[config.mk]
export PLATFORM = sky130hd
export DESIGN_NAME = ccip_txn_tracker
export DESIGN_NICKNAME = d
export VERILOG_FILES = /design/src/rtl/ccip_txn_tracker.sv
export SDC_FILE = /design/constraint.sdc
export NUM_CORES = 2
export LEC_CHECK = 0
export CORE_AREA = 4 4 359 361
export CTS_BUF_LIST = sky130_fd_sc_hd__clkbuf_8 sky130_fd_sc_hd__clkbuf_16
export DETAILED_ROUTE_END_ITERATION = 8
export DIE_AREA = 0 0 363 365
export GPL_ROUTABILITY_DRIVEN = 0
export SLEW_MARGIN = 20
export SYNTH_ARGS = -nofsm -noshare
export SYNTH_HDL_FRONTEND = slang
export SYNTH_SLANG_ARGS = --single-unit
[constraint.sdc]
create_clock -name clk -period 5.6 [get_ports clk]
set_input_delay 0.84 -clock clk [delete_from_list [all_inputs] [get_ports clk]]
set_output_delay 0.84 -clock clk [all_outputs]
set_load 0.05 [all_outputs]
[src/rtl/ccip_txn_tracker.sv]
// Outstanding CCI-P transaction tracker: pairs read/write requests with their responses by
// mdata, keeps live outstanding counts and flags collisions, orphans and timeouts.
module ccip_txn_tracker #(
   parameter int IDX_W   = 4,
   parameter int TIMEOUT = 4096
) (
   input  logic           clk,
   input  logic           SoftReset,
   input  logic           C0TxRdValid,
   input  logic [15:0]    C0TxMdata,
   input  logic [1:0]     C0TxLen,
   input  logic           C0RxRdValid,
   input  logic [15:0]    C0RxMdata,
   input  logic           C1TxWrValid,
   input  logic [15:0]    C1TxMdata,
   input  logic [1:0]     C1TxLen,
   input  logic           C1RxWrValid,
   input  logic [15:0]    C1RxMdata,
   output logic [IDX_W:0] rd_outstanding,
   output logic [IDX_W:0] wr_outstanding,
   output logic           drain_idle,
   output logic           err_valid,
   output logic [2:0]     err_code,
   output logic [15:0]    err_mdata,
   output logic [15:0]    err_count
);
   localparam int N     = 1 << IDX_W;
   localparam int CW    = IDX_W + 1;
   localparam int AGE_W = $clog2(TIMEOUT + 1);
   localparam logic [AGE_W-1:0] AGE_LIMIT = AGE_W'(TIMEOUT);
   localparam logic [AGE_W-1:0] AGE_MAX   = '1;

   logic             w_rsp_v    [2];
   logic [15:0]      w_rsp_md   [2];
   logic             w_req_v    [2];
   logic [15:0]      w_req_md   [2];
   logic [1:0]       w_req_len  [2];
   logic [CW-1:0]    w_cnt      [2];
   logic [CW-1:0]    w_cnt_next [2];
   logic             w_ev       [6];
   logic [15:0]      w_ev_md    [6];

   logic             w_any;
   logic [2:0]       w_code;
   logic [15:0]      w_md;
   logic [2:0]       w_num;
   logic [16:0]      w_sum;

   logic [IDX_W-1:0] r_scan_ptr;
   logic             r_idle;
   logic             r_err_valid;
   logic [2:0]       r_err_code;
   logic [15:0]      r_err_mdata;
   logic [15:0]      r_err_count;

   // channel 0 = reads, channel 1 = writes/fences
   assign w_rsp_v[0]   = C0RxRdValid;
   assign w_rsp_md[0]  = C0RxMdata;
   assign w_req_v[0]   = C0TxRdValid;
   assign w_req_md[0]  = C0TxMdata;
   assign w_req_len[0] = C0TxLen;
   assign w_rsp_v[1]   = C1RxWrValid;
   assign w_rsp_md[1]  = C1RxMdata;
   assign w_req_v[1]   = C1TxWrValid;
   assign w_req_md[1]  = C1TxMdata;
   assign w_req_len[1] = C1TxLen;

   genvar gi;
   generate
      for (gi = 0; gi < 2; gi++) begin : g_ch
         logic             r_valid [N];
         logic [15:0]      r_tag   [N];
         logic [1:0]       r_rem   [N];
         logic [AGE_W-1:0] r_age   [N];
         logic [CW-1:0]    r_cnt;
         logic [IDX_W-1:0] w_ridx;
         logic [IDX_W-1:0] w_qidx;
         logic             w_hit;
         logic             w_rsp_free;
         logic             w_busy;
         logic             w_alloc;
         logic             w_coll;
         logic             w_orphan;
         logic             w_tout;

         assign w_ridx     = w_rsp_md[gi][IDX_W-1:0];
         assign w_qidx     = w_req_md[gi][IDX_W-1:0];
         assign w_hit      = w_rsp_v[gi] && r_valid[w_ridx] && (r_tag[w_ridx] == w_rsp_md[gi]);
         assign w_orphan   = w_rsp_v[gi] && !w_hit;
         assign w_rsp_free = w_hit && (r_rem[w_ridx] == 2'd0);
         // a response that retires the slot this cycle lets a same-index request allocate it
         assign w_busy     = r_valid[w_qidx] && !(w_rsp_free && (w_ridx == w_qidx));
         assign w_coll     = w_req_v[gi] && w_busy;
         assign w_alloc    = w_req_v[gi] && !w_busy;
         // scan looks at pre-update state; a matching response to the scanned slot wins
         assign w_tout     = r_valid[r_scan_ptr] && (r_age[r_scan_ptr] >= AGE_LIMIT) &&
                             !(w_hit && (w_ridx == r_scan_ptr));

         assign w_cnt[gi]      = r_cnt;
         assign w_cnt_next[gi] = r_cnt + CW'(w_alloc) - CW'(w_rsp_free) - CW'(w_tout);

         assign w_ev[gi*3]        = w_coll;
         assign w_ev_md[gi*3]     = w_req_md[gi];
         assign w_ev[gi*3+1]      = w_orphan;
         assign w_ev_md[gi*3+1]   = w_rsp_md[gi];
         assign w_ev[gi*3+2]      = w_tout;
         assign w_ev_md[gi*3+2]   = r_tag[r_scan_ptr];

         always_ff @(posedge clk or posedge SoftReset) begin
            if (SoftReset) begin
               r_cnt <= '0;
               for (int e = 0; e < N; e++) begin
                  r_valid[e] <= 1'b0;
               end
            end else begin
               r_cnt <= w_cnt_next[gi];
               for (int e = 0; e < N; e++) begin
                  if (w_tout && (r_scan_ptr == IDX_W'(e))) begin
                     r_valid[e] <= 1'b0;
                  end else if (w_alloc && (w_qidx == IDX_W'(e))) begin
                     r_valid[e] <= 1'b1;
                  end else if (w_rsp_free && (w_ridx == IDX_W'(e))) begin
                     r_valid[e] <= 1'b0;
                  end
               end
            end
         end

         // payload is only meaningful while the matching valid bit is set
         always_ff @(posedge clk) begin
            for (int e = 0; e < N; e++) begin
               if (w_alloc && (w_qidx == IDX_W'(e))) begin
                  r_tag[e] <= w_req_md[gi];
                  r_rem[e] <= w_req_len[gi];
                  r_age[e] <= '0;
               end else if (w_hit && (w_ridx == IDX_W'(e))) begin
                  if (r_rem[e] != 2'd0) begin
                     r_rem[e] <= r_rem[e] - 2'd1;
                  end
                  r_age[e] <= '0;
               end else if (r_valid[e] && (r_age[e] != AGE_MAX)) begin
                  r_age[e] <= r_age[e] + AGE_W'(1);
               end
            end
         end
      end
   endgenerate

   always_comb begin
      w_any  = 1'b0;
      w_code = 3'd0;
      w_md   = 16'd0;
      w_num  = 3'd0;
      for (int k = 5; k >= 0; k--) begin
         if (w_ev[k]) begin
            w_any  = 1'b1;
            w_code = 3'(k + 1);
            w_md   = w_ev_md[k];
         end
         w_num = w_num + {2'b00, w_ev[k]};
      end
   end

   assign w_sum = {1'b0, r_err_count} + {14'd0, w_num};

   always_ff @(posedge clk or posedge SoftReset) begin
      if (SoftReset) begin
         r_scan_ptr  <= '0;
         r_idle      <= 1'b1;
         r_err_valid <= 1'b0;
         r_err_code  <= 3'd0;
         r_err_mdata <= 16'd0;
         r_err_count <= 16'd0;
      end else begin
         r_scan_ptr  <= r_scan_ptr + IDX_W'(1);
         r_idle      <= (w_cnt_next[0] == '0) && (w_cnt_next[1] == '0);
         r_err_valid <= w_any;
         if (w_any) begin
            r_err_code  <= w_code;
            r_err_mdata <= w_md;
         end
         r_err_count <= w_sum[16] ? 16'hFFFF : w_sum[15:0];
      end
   end

   assign rd_outstanding = w_cnt[0];
   assign wr_outstanding = w_cnt[1];
   assign drain_idle     = r_idle;
   assign err_valid      = r_err_valid;
   assign err_code       = r_err_code;
   assign err_mdata      = r_err_mdata;
   assign err_count      = r_err_count;

endmodule

==> metrics <==
status=finished clean; Chip Height=365 um; Achievable Freq=0.187 GHz; Clock Sinks=~1,100; fillcell total=roughly 11,000; Via density=5.86; top-area cell type share of the netlist area=53.0%; mean post-synth cell area=12.9 sq um; cts bufs inserted=113; # rows=130; Initial DRT Pass Iterations=6; critical-path cell list=mux4_2 -> o2bb2ai_1 -> a311oi_1 -> o211ai_1 -> or4_1 -> and4b_1 -> buf_4 -> a31oi_4 -> fa_1 -> inv_1 -> fa_1 -> fa_2 -> inv_2 -> fa_1 -> a21oi_1 -> nor2_1 -> nand2_1 -> or3_1 -> buf_4 -> nand2_1; data arrival time of the worst path=6.01 ns; DIE WIDTH=363 um; FFs w/ async S/R, synth=7.72%; Netlist Area Pre-Place=56,200 sq um; Root Buffer=clkbuf_16; Cell Pwr Density=434 nW/um^2; # Post-CTS Setup Buffers=0; Final Hold Viols=0; net count after synthesis=between 4,000 and 5,000; MaxCap Viol Count=0; first-pass GRT wire length=236,000 um; most numerous cell in the Yosys netlist=edfxtp_1; Final Max Tran Viols=0; CTS tree=done; Post-synth EDFFs=between 900 and 1,000; Routed Antenna Nets=0; critical path's top delay family=simple AND/OR/NAND/NOR gates; class of the most critical setup path=flip-flop to flip-flop; largest net degree at the start of global routing=56; post-synthesis register bit count=1,075; WL/cell=24.4 um; DRT iter0 DRCs=3,821; hold crit path type=flip-flop to flip-flop; DP Wirelength=108,000 um; Slew headroom=29.1%; final setup margin=0.266 ns; flop2flop setup slack=0.27 ns; final wirelength=between 150,000 and 200,000 um; top post-synthesis cells by count=992 x edfxtp_1, 543 x nor2_1, 311 x nand2_1; DRC errors left=0; min cycle time layout=5.33 ns; hold_buf cts=0; post-route cell area=65,100 sq um; Starting Density=about 45%; P&R area growth vs syn=15.9%; Die ar.=between 100,000 and 150,000 sq um; Synth Instances=4,359; P_leak=around 24 nW; vias=37,800; Multi-input gate area=22,600 sq um; grt total ovfl=0; # H-tree levels=3; clk slew on worst S/H paths=approximately 0.060 ns; Critical Path End Type=flip-flop; main flop type after synthesis=edfxtp_1; Post-DP Area=roughly 61,000 sq um; post-place setup slack=-0.503 ns; final setup fails=0; Largest stage delay, worst path=0.51 ns; RSZ-0062 raised after global routing=false; initial antenna violation count=16; Crit Path Max Fanout=6; nets=4,859; Worst Path Required=6.28 ns; register area share after synthesis=between 50% and 60%; Synth area leader=edfxtp_1; Worst path slowest cell=mux4_2; ratio of final minimum period to clock period=95.3%; vias in the first global route=37,600; VDD IR-drop max=0.306 mV; Clock Latency Late Sink=between 0.7 and 0.8 ns; PortBufs=120; CP bufs+invs=4; distinct cell type count after synthesis=96; most used cell, CP=fa_1; io pins=121; sequential cell area=~32,000 sq um; Final Skew=0.0428 ns; yosys warns=0; CTS Buffer Depth=3; post_cts resized=0; Startpoint Class=flip-flop; core box area=125,000 sq um; Area contributors post-synth=edfxtp_1 53%, mux4_2 9.9%, dfrtp_1 3.6%; layout cell share with drive strength beyond 1=17.4%; GR Util All Layers=23.6%; Worst Tran Pin Value=1.06 ns
## path summary, 6_finish.rpt
path | start | to | depth (start not counted)
hold / removal | err_count[12]$_DFF_PP0_ | err_count[12]$_DFF_PP0_ | 1
min in group asynchronous | SoftReset | g_ch[0].r_valid[15]$_DFFE_PP0P_ | 2
max in group asynchronous | SoftReset | drain_idle$_DFF_PP1_ | 3
hold reg to reg | err_count[12]$_DFF_PP0_ | err_count[12]$_DFF_PP0_ | 1
setup / recovery | g_ch[0].r_tag[15][9]$_DFFE_PP_ | err_count[7]$_DFF_PP0_ | 20
setup reg to reg | g_ch[0].r_tag[15][9]$_DFFE_PP_ | err_count[7]$_DFF_PP0_ | 20
## cell usage in the layout, fill, tap and decap left out, types with 30 or more instances in the layout
cell / count
a21oi_1: 47
a22oi_1: 51
and2_1: 32
and3_1: 130
buf_12: 36
buf_4: 280
clkbuf_16: 115
clkdlybuf4s50_1: 112
dfrtp_1: 78
edfxtp_1: 992
ha_1: 81
inv_1: 232
mux2_2: 30
mux2i_1: 154
mux4_2: 247
nand2_1: 311
nand3_1: 224
nand4_1: 31
nor2_1: 543
nor2b_1: 37
nor3_1: 50
o211ai_1: 44
o21ai_0: 74
o21bai_1: 33
xnor2_1: 183
xor2_1: 209
## cell families (layout without fill, tap and decap cells)
group	after synthesis	in the layout	synth area share, %
fa+ha+maj	89	89	2.09
xor+xnor	392	392	6.11
compound gates	466	466	6.19
buf+inv	422	858	3.25
simple gates	1484	1484	12.5
flops	1075	1075	56.7
other cells	0	4	0
mux	431	431	13.2
## flip-flops by register name, summed over array words and instances, names as in the netlist
register        cells
g_ch.r_tag        512
drain_idle          1
err_mdata          16
err_code            3
err_valid           1
wr_outstanding      5
r_scan_ptr          4
g_ch.r_rem         64
g_ch.r_valid       32
err_count          16
rd_outstanding      5
g_ch.r_age        416
## cell type report
cell class	instances	area share, %
inverter	212	1.23
tap	1650	3.17
clock inverter	85	1.18
antenna	4	0.0154
sequential	1075	48.9
clock buffer	129	4.71
timing repair buffer	432	6.08
multi-input combinational	2862	34.7
## layer usage
layer | vias to the layer above | global-route usage, % | wire (um) | share of wire [%]
met4 | 6 | 7.65 | 5430 | 3.5
met3 | 316 | 6.99 | 15700 | 10
met2 | 1610 | 37.1 | 71500 | 45
li1 | 17000 | - | - | -
met1 | 18800 | 31.7 | 64400 | 41
met5 | - | 0 | 40 | 0.025
## where the power goes
part           internal (mW)  switching, mW
combinational           3.01           4.26
sequential              11.5           1.77
clock                   4.43           3.26
total                   19.0           9.29
## stage by stage
step / instances / power, mW / hold slack [ns] / setup TNS, ns / utilization, %
floorplan: 4359 / 17.9 / 0.549 / -3.05 / -
global placement: 6231 / 20.5 / 0.543 / -6.15 / 48.9
detailed placement: 6231 / 20.7 / 0.561 / -7.60 / 48.9
CTS: 6445 / 28.4 / 0.573 / 0 / 51.9
global route: 6445 / 29.9 / 0.605 / 0 / 51.9
finish: 6449 / 28.3 / 0.567 / 0 / 51.9
Power figures use the tool's default switching activity.
